--- config.mk ---
export PLATFORM = sky130hd
export DESIGN_NAME = sum_accumulator_flat
export DESIGN_NICKNAME = d
export VERILOG_FILES = /design/src/rtl/sum_accumulator_if.sv /design/src/rtl/sum_accumulator.sv /design/src/flat_wrapper.sv
export SDC_FILE = /design/constraint.sdc
export NUM_CORES = 1
export LEC_CHECK = 0
export BUFFER_PORTS_ARGS = -buffer_cell sky130_fd_sc_hd__buf_2
export CAP_MARGIN = 15
export CORE_ASPECT_RATIO = 2
export CORE_MARGIN = 2
export CORE_UTILIZATION = 60
export DETAILED_ROUTE_END_ITERATION = 16
export GPL_TIMING_DRIVEN = 1
export PLACE_DENSITY = 0.88
export SLEW_MARGIN = 20
export SYNTH_ARGS = -nofsm -noshare
export SYNTH_HDL_FRONTEND = slang
export SYNTH_SLANG_ARGS = --single-unit
export TNS_END_PERCENT = 10
--- constraint.sdc ---
create_clock -name clk -period 8.03 [get_ports clk]
set_input_delay 0.803 -clock clk [delete_from_list [all_inputs] [get_ports clk]]
set_output_delay 0.803 -clock clk [all_outputs]
set_load 0.02 [all_outputs]
--- src/rtl/sum_accumulator_if.sv ---
// Handshake bundle between the adder stage, the sum accumulator and its downstream consumer.
// The slave view belongs to the accumulator; the master view belongs to whoever drives it.
interface sum_accumulator_if #(
  parameter int WIDTH = 32,
  parameter int COUNT = 4
);
  localparam int ACC_W = WIDTH + 1 + $clog2(COUNT);
  localparam int CNT_W = $clog2(COUNT + 1);

  logic             in_valid;
  logic             in_ready;
  logic [WIDTH:0]   in_sum;
  logic             flush;
  logic             out_valid;
  logic             out_ready;
  logic [ACC_W-1:0] out_total;
  logic [CNT_W-1:0] out_count;

  modport slave (
    input  in_valid, in_sum, flush, out_ready,
    output in_ready, out_valid, out_total, out_count
  );

  modport master (
    output in_valid, in_sum, flush, out_ready,
    input  in_ready, out_valid, out_total, out_count
  );
endinterface

--- src/rtl/sum_accumulator.sv ---
// Accumulates COUNT adder sums (or fewer on flush) into one block total and holds it on a
// ready/valid port, back-pressuring the adder until the total is taken.
module sum_accumulator #(
  parameter int WIDTH = 32,
  parameter int COUNT = 4
) (
  input  logic               clk,
  input  logic               rst,
  sum_accumulator_if.slave   bus
);
  localparam int ACC_W = WIDTH + 1 + $clog2(COUNT);
  localparam int CNT_W = $clog2(COUNT + 1);
  localparam logic [CNT_W-1:0] LAST = CNT_W'(COUNT - 1);

  typedef enum logic {ACCUM, HOLD} state_t;

  state_t           state, state_next;
  logic [ACC_W-1:0] acc, acc_next, sum_total, total_q;
  logic [CNT_W-1:0] cnt, cnt_next, sum_count, count_q;
  logic [ACC_W-1:0] sum_ext;
  logic             beat;
  logic             close;

  assign beat      = bus.in_valid && (state == ACCUM);
  assign sum_ext   = {{(ACC_W-WIDTH-1){1'b0}}, bus.in_sum};
  assign sum_total = acc + (beat ? sum_ext : '0);
  assign sum_count = cnt + CNT_W'(beat);

  // NOTE: every signal written here gets a default first so no path leaves it unassigned,
  // which is what keeps synthesis from inferring latches.
  always_comb begin
    state_next = state;
    acc_next   = acc;
    cnt_next   = cnt;
    close      = 1'b0;
    case (state)
      ACCUM: begin
        acc_next = sum_total;
        cnt_next = sum_count;
        if ((beat && cnt == LAST) || (bus.flush && (cnt != '0 || beat))) begin
          close      = 1'b1;
          state_next = HOLD;
          acc_next   = '0;
          cnt_next   = '0;
        end
      end
      HOLD: begin
        if (bus.out_ready) state_next = ACCUM;
      end
      default: state_next = ACCUM;
    endcase
  end

  // NOTE: sequential state uses non-blocking assignments so every register samples the
  // pre-edge values regardless of process ordering.
  always_ff @(posedge clk or negedge rst) begin
    if (!rst) state <= ACCUM;
    else      state <= state_next;
  end

  // Output registers only load when a block closes, so the last total stays visible.
  always_ff @(posedge clk or negedge rst) begin
    if (!rst) begin
      acc     <= '0;
      cnt     <= '0;
      total_q <= '0;
      count_q <= '0;
    end else begin
      acc <= acc_next;
      cnt <= cnt_next;
      if (close) begin
        total_q <= sum_total;
        count_q <= sum_count;
      end
    end
  end

  assign bus.in_ready  = (state == ACCUM);
  assign bus.out_valid = (state == HOLD);
  assign bus.out_total = total_q;
  assign bus.out_count = count_q;
endmodule

--- src/flat_wrapper.sv ---
// flat-port wrapper written by rule: the top's interface ports become plain ports
module sum_accumulator_flat 
#(
  parameter int WIDTH = 32,
  parameter int COUNT = 4
)
  (clk, rst, bus_in_valid, bus_in_sum, bus_flush, bus_out_ready, bus_in_ready, bus_out_valid, bus_out_total, bus_out_count);
  sum_accumulator_if #(.WIDTH(WIDTH), .COUNT(COUNT)) bus_i ();
  input  logic clk;
  input  logic rst;
  input wire logic [$bits(bus_i.in_valid)-1:0] bus_in_valid;
  input wire logic [$bits(bus_i.in_sum)-1:0] bus_in_sum;
  input wire logic [$bits(bus_i.flush)-1:0] bus_flush;
  input wire logic [$bits(bus_i.out_ready)-1:0] bus_out_ready;
  output wire logic [$bits(bus_i.in_ready)-1:0] bus_in_ready;
  output wire logic [$bits(bus_i.out_valid)-1:0] bus_out_valid;
  output wire logic [$bits(bus_i.out_total)-1:0] bus_out_total;
  output wire logic [$bits(bus_i.out_count)-1:0] bus_out_count;
  assign bus_i.in_valid = bus_in_valid;
  assign bus_i.in_sum = bus_in_sum;
  assign bus_i.flush = bus_flush;
  assign bus_i.out_ready = bus_out_ready;
  assign bus_in_ready = bus_i.in_ready;
  assign bus_out_valid = bus_i.out_valid;
  assign bus_out_total = bus_i.out_total;
  assign bus_out_count = bus_i.out_count;
  sum_accumulator #(.WIDTH(WIDTH), .COUNT(COUNT)) u_core (.clk(clk), .rst(rst), .bus(bus_i));
endmodule
==> results of run 1 <==
==> per-layer routing <==
layer | GRT usage | share of wire | routed length, um | up-vias
li1 | - | - | - | 2059
met1 | 0.339 | 0.38 | 4620 | 2085
met2 | 0.513 | 0.54 | 6540 | 169
met3 | 0.0391 | 0.043 | 524 | 46
met4 | 0.133 | 0.038 | 466 | 0
met5 | 0 | 0 | 0 | -
==> worst min path at each step <==
stage	start	endpoint	depth (start not counted)
after floorplan	u_core.acc[20]	u_core.acc[20]	2
after global placement	u_core.bus.out_count[1]	u_core.bus.out_count[1]	2
after detailed placement	u_core.bus.out_count[0]	u_core.bus.out_count[0]	2
after CTS	u_core.bus.out_count[0]	u_core.bus.out_count[0]	2
after global routing	u_core.bus.out_count[2]	u_core.bus.out_count[2]	2
final	u_core.bus.out_count[0]	u_core.bus.out_count[0]	2
==> sequential cells by signal, indices dropped and copies added, names as in the netlist <==
name and flops:
u_core.bus.out_valid 1, u_core.bus.out_total 35, u_core.bus.out_count 3, u_core.acc 35, u_core.cnt 3
==> worst max-delay path: cells and delay by family (launching register included) <==
kind	cells	cell delay [ps]
AO/OA/AOI/OAI	6	1300
AND/OR/NAND/NOR	4	1000
buffers and inverters	3	690
adder cells (fa/ha/maj)	2	620
flip-flops	1	370
==> logic make-up (layout without fill, tap and decap cells) <==
kind of cell | Yosys count | count (layout) | share of synthesized area
mux | 13 | 13 | 0.0295
xor+xnor | 32 | 32 | 0.0565
fa+ha+maj | 36 | 36 | 0.0923
flops | 77 | 77 | 0.388
buf+inv | 37 | 108 | 0.0376
simple gates | 174 | 174 | 0.172
compound gates | 165 | 165 | 0.224
==> cell type report <==
cell class | count | area [um^2]
clock buffers | 11 | 243
clock inverters | 5 | 82.6
fillers | 642 | 2490
inverters | 11 | 41.3
multi-input cells | 420 | 2850
flip-flops and latches | 77 | 1930
well taps | 98 | 123
repair buffers | 81 | 418
==> power groups by stage <==
stage / Combinational, mW / Sequential (mW) / Clock, mW
final: 1.03 / 0.621 / 0.442
after global routing: 1.13 / 0.640 / 0.465
after global placement: 0.981 / 0.618 / 0
after CTS: 1.03 / 0.621 / 0.449
after floorplan: 0.662 / 0.715 / 0
after detailed placement: 1.01 / 0.626 / 0
==> per-stage QoR <==
step	cell area, um^2	cells	setup slack [ps]	utilization	total power [mW]
6_report	5690	703	3940	0.696	2.09
5_1_grt	5690	703	3720	0.696	2.24
3_3_place_gp	5360	687	3940	0.656	1.60
2_1_floorplan	4960	534	4030	-	1.38
3_5_place_dp	5360	687	3810	0.656	1.64
4_1_cts	5690	703	3940	0.696	2.09
==> cells in the final DEF (no fill, tap or decap), drive strengths merged, types with 16 or more instances in the layout <==
cell type / n
a21oi: 32
a22o: 19
and2: 33
buf: 81
dfrtp: 77
ha: 35
nand2: 83
nor2: 16
o21ai: 49
xnor2: 17
==> metrics.md, run 1 <==
| Metric | Value |
|---|---|
| CP max stage cell | `or4_1` |
| Final wirelength | `roughly 12000 um` |
| Slew headroom | `0.313` |
| Clk slew on worst S/H paths | `~60 ps` |
| Net Sw Frac | `0.425` |
| Port bufs | `77` |
| Worst r2r dst | `u_core.acc[34]` |
| Final setup violation count | `0` |
| Iter 0 DRT Violations | `about 250` |
| Critical Path AT | `4320 ps` |
| FF-to-FF Start | `u_core.bus.out_valid` |
| Synth unique cells | `between 60 and 70` |
| Logic gate share of total power | `0.491` |
| GR Overflow Total | `0` |
| Gp weighted congestion | `~0.9` |
| Endpoint type of the worst setup path | `flop` |
| CTS tree | `done` |
| First-pass GRT wire length | `20400 um` |
| Rows | `between 40 and 50` |
| Initial antenna violation count | `0` |
| Ports | `78` |
| Hold bufs inserted after CTS | `0` |
| Max Cap Viol | `0` |
| Initial core utilization | `0.607` |
| GRT Total Usage | `0.293` |
| Post-synth ARST share | `1.00` |
| Drt pass-1 iters | `5` |
| Remaining DRCs | `0` |
| Crit path launch | `u_core.bus.out_valid` |
| CP Max Fanout | `approximately 50` |
| Hold Violations, Final | `0` |
| Clock group share of total power | `0.211` |
| ANT nets after route | `0` |
| Post-Syn Nets | `608` |
| Ys flop type | `dfrtp_1` |
| Layout cells sized above 1 | `0.210` |
| Worst path required time | `a little over 8000 ps` |
| Yosys reg bits | `77` |
| Number of flops mapped to enable cells by yosys | `0` |
| Clk Latency, worst-skew pair | `340 ps` |
| Period minus WS final | `around 4100 ps` |
| Nets | `between 600 and 700` |
| Final Skew | `just over 6 ps` |
| Cell Pwr Density | `roughly 370 nW/um^2` |
| WL per Instance | `17.3 um` |
| Htree depth | `3` |
| Slew @ Worst Pin | `roughly 1000 ps` |
| R2R Setup Slk | `slightly below 4000 ps` |
| N_diodes | `0` |
| Die Y | `~130 um` |
| Flop pwr share | `0.297` |
| CTS max path bufs | `2` |
| Vias in the first global route | `4434` |
| Post-DP HPWL | `~8700 um` |
| F_max | `approximately 0.24 GHz` |
| RSZ-0062 raised after global routing | `false` |
| Die Width | `slightly below 70 um` |
| HP Class | `flop to flop` |
| Internal power | `about 1.2 mW` |
| Switching pwr | `about 0.89 mW` |
| Resized cells post-CTS | `0` |
| CTS sink count | `between 70 and 80` |
| Fin. max-slew vios | `0` |
| Synth Cell Area | `4960 um^2` |
| Fin crit share | `0.509` |
| Vias per std cell | `slightly above 6` |
| Main area contributors after synthesis | `dfrtp_1 39%, ha_1 8.8%, nand2_1 6.3%, o21ai_0 4.4%, and2_1 4.2%` |
| Hold WS | `around 470 ps` |
| Setup CP Type | `flop to flop` |
| CTS Buf Count | `9` |
| Post-Syn Area per Cell | `around 9.3 um^2` |
| Synth area leader | `dfrtp_1` |
| Largest net degree at the start of global routing | `~80` |
| CP peak stage delay | `490 ps` |
| Post-CTS setup buffers | `0` |
| Top-count cell post-synth | `nand2_1` |
| Cells after Synth | `approximately 530` |
| Most frequent CP cell | `buf_4` |
| Fraction of the yosys area taken by sequential cells | `0.388` |
| Critical Path Source Type | `flop` |
| Synthesis Warnings | `0` |
| Die Area | `9060 um^2` |
| Core Box Area | `around 8000 um^2` |
| Leakage | `2.83 nW` |
| Maximum VDD drop | `~0.21 mV` |
| Commonest cells in the synthesized netlist | `83 x nand2_1, 77 x dfrtp_1, 44 x o21ai_0` |
| Critical path, cell by cell | `buf_4, nor2b_2, buf_4, and2_1, ha_1, inv_1, fa_1, nor2b_4, o2111ai_2, a311oi_2, o21ai_2, a211oi_2, a211oi_1, or4_1, a31o_1` |
| End point of the critical path | `u_core.acc[34]` |
| Yosys top cell area share | `0.388` |
| Status | `finished, final reports clean` |
| Root Buffer Master | `clkbuf_16` |
| Worst reg2reg path depth | `15` |
| Routed vias | `4359` |
| Setup TNS | `0 ps` |
| Area delta synth->final | `14.6%` |
Power figures use the tool's default switching activity.
==> inputs of run 2 (changes only) <==
Settings changed: CORE_UTILIZATION 60 to 52, PLACE_DENSITY 0.88 to 0.81.
Clock period 8.03 ns to 3.5 ns, I/O delays scaled along.
==> metrics.md, run 2 (synthesis gave the netlist of run 1 again) <==
| Metric | Value |
|---|---|
| Status | `finished, final reports clean (unchanged)` |
| Hold Violations, Final | `0 (unchanged)` |
| FF-to-FF Start | `u_core.bus.out_valid (unchanged)` |
| Switching pwr | `2.05 mW (was 0.889 mW)` |
| Cell Pwr Density | `818 nW/um^2 (was 367 nW/um^2)` |
| Rows | `50 (was 47)` |
| Die Width | `73.1 um (was 68.3 um)` |
| GRT Max-Usage Layer | `met2 (unchanged)` |
| Period minus WS final | `3330 ps (was 4090 ps)` |
| Max Cap Viol | `0 (unchanged)` |
| Worst reg2reg path depth | `13 (was 15)` |
| Drt pass-1 iters | `5 (unchanged)` |
| GR Overflow Total | `0 (unchanged)` |
| Worst setup margin | `167 ps (was 3940 ps)` |
| Die Area | `10400 um^2 (was 9060 um^2)` |
| Initial core utilization | `0.532 (was 0.607)` |
| Largest net degree at the start of global routing | `78 (unchanged)` |
| Clk Latency, worst-skew pair | `340 ps (about the same)` |
| Setup TNS | `0 ps (unchanged)` |
| CTS tree | `done (unchanged)` |
| CTS sink count | `77 (unchanged)` |
| Port bufs | `77 (unchanged)` |
| Leakage | `2.91 nW (was 2.83 nW)` |
| Post-place setup slack | `-8.88 ps (was 3810 ps)` |
| Clock group share of total power | `0.178 (was 0.211)` |
| Vias in the first global route | `4496 (was 4434)` |
| Hold bufs inserted after CTS | `0 (unchanged)` |
| GR Util met2 | `0.461 (was 0.513)` |
| Core Util, Final | `0.627 (was 0.696)` |
| Initial antenna violation count | `0 (unchanged)` |
| Commonest cells after routing, fill and taps aside | `83 x nand2_1, 76 x buf_2, 76 x dfrtp_1 (was 83 x nand2_1, 77 x dfrtp_1, 76 x buf_2)` |
| Worst path required time | `3730 ps (was 8260 ps)` |
| Flop pwr share | `0.300 (was 0.297)` |
| Core Box Area | `9320 um^2 (was 8170 um^2)` |
| Most common cell after layout, fill and taps aside | `nand2_1 (unchanged)` |
| Layout cells sized above 1 | `0.245 (was 0.210)` |
| Endpoint type of the worst setup path | `flop (unchanged)` |
| Cell area after layout | `5840 um^2 (was 5690 um^2)` |
| GRT Total Usage | `0.253 (was 0.293)` |
| Critical Path Source Type | `flop (unchanged)` |
| Critical Path AT | `3560 ps (was 4320 ps)` |
| Slew headroom | `0.364 (was 0.313)` |
| Hold WS | `157 ps (was 472 ps)` |
| DP Area | `5540 um^2 (was 5360 um^2)` |
| Logic gate share of total power | `0.522 (was 0.491)` |
| Root Buffer Master | `clkbuf_16 (unchanged)` |
| Internal power | `2.73 mW (was 1.20 mW)` |
| N_diodes | `0 (unchanged)` |
| Vias per std cell | `5.93 (was 6.20)` |
| CTS Buf Count | `9 (unchanged)` |
| Gp weighted congestion | `0.964 (was 0.915)` |
| CP Max Fanout | `3 (was 51)` |
| Slew @ Worst Pin | `955 ps (was 1030 ps)` |
| Clk slew on worst S/H paths | `60 ps (about the same)` |
| Iter 0 DRT Violations | `252 (was 245)` |
| WL per Instance | `17.0 um (was 17.3 um)` |
| Htree depth | `3 (unchanged)` |
| F_max | `0.300 GHz (was 0.245 GHz)` |
| Met3 usage | `0.0319 (was 0.0391)` |
| Post-DP HPWL | `9310 um (was 8690 um)` |
| HP Class | `primary input to asynchronous set/reset pin (was flop to flop)` |
| R2R Setup Slk | `170 ps (was 3940 ps)` |
| Ports | `78 (unchanged)` |
| Nets | `695 (was 674)` |
| Met1 Usage GRT | `0.284 (was 0.339)` |
| First-pass GRT wire length | `20800 um (was 20400 um)` |
| Die Y | `142 um (was 133 um)` |
| ANT nets after route | `0 (unchanged)` |
| Remaining DRCs | `0 (unchanged)` |
| Final wirelength | `12400 um (was 12100 um)` |
| CTS max path bufs | `2 (unchanged)` |
| Fin. max-slew vios | `0 (unchanged)` |
| Fin crit share | `0.952 (was 0.509)` |
| Final Skew | `10.8 ps (was 6.10 ps)` |
| Net Sw Frac | `0.430 (was 0.425)` |
| Final setup violation count | `0 (unchanged)` |
| Setup CP Type | `flop to flop (unchanged)` |
| Worst r2r dst | `u_core.acc[34] (unchanged)` |
| Routed vias | `4326 (was 4359)` |
| Area delta synth->final | `17.8% (was 14.6%)` |
| Maximum VDD drop | `0.411 mV (was 0.207 mV)` |
-- run 2: cell count changes in the layout (fill, tap and decap cells not counted), sizes merged --
cell,change
clkinvlp,+1
clkinv,+1
buf,+21
inv,-1
bufinv,-2
-- run 2: what timing repair did --
action,4_1_cts,5_1_grt
setup buffers,0,0
gates resized for setup,0,10
setup endpoints to repair,0,9
-- run 2: worst max-delay path by stage --
stage	slack (ps)	startpoint	depth (start not counted)	endpoint
global placement	70	bus_in_valid	13	u_core.bus.out_total[31]
global route	-3	u_core.bus.out_valid	13	u_core.acc[34]
detailed placement	-9	bus_in_valid	13	u_core.bus.out_total[31]
finish	170	u_core.bus.out_valid	13	u_core.acc[34]
CTS	40	u_core.bus.out_valid	12	u_core.acc[34]
floorplan	4	u_core.bus.out_valid	15	u_core.acc[34]
-- run 2: final cells by class --
cell class | instances | area, um^2
inverters | 11 | 41.3
fillers | 791 | 3480
flip-flops and latches | 77 | 1930
well taps | 104 | 130
clock inverters | 4 | 26.3
clock buffers | 11 | 243
multi-input cells | 420 | 2880
repair buffers | 102 | 592
-- run 2: stage by stage --
stage / instances / total power, mW
6_report: 729 / 4.78
3_3_place_gp: 714 / 3.82
3_5_place_dp: 714 / 3.91
2_1_floorplan: 534 / 3.16
4_1_cts: 729 / 4.78
5_1_grt: 729 / 5.12
-- run 2: critical path: stages, from the launching register on --
cell and delay [ps]:
dfrtp_2 420, nor2b_4 130, and2_1 150, ha_2 190
inv_1 50, fa_2 370, nor2b_4 130, o2111ai_2 130
a311oi_2 400, o21ai_2 120, a211oi_2 280, a211oi_2 90
or4_1 500, a31o_1 240
-- run 2: layer usage --
metal  vias up  wire (um)
met3        26        408
met2       114       6840
li1       2091          -
met1      2095       4810
met4         0        361
met5         -          0
-- run 2: power groups by stage --
stage / sequential (mW) / combinational [mW] / clock (mW)
CTS: 1.43 / 2.48 / 0.865
global route: 1.47 / 2.74 / 0.898
floorplan: 1.64 / 1.52 / 0
global placement: 1.43 / 2.39 / 0
detailed placement: 1.44 / 2.46 / 0
finish: 1.43 / 2.50 / 0.853
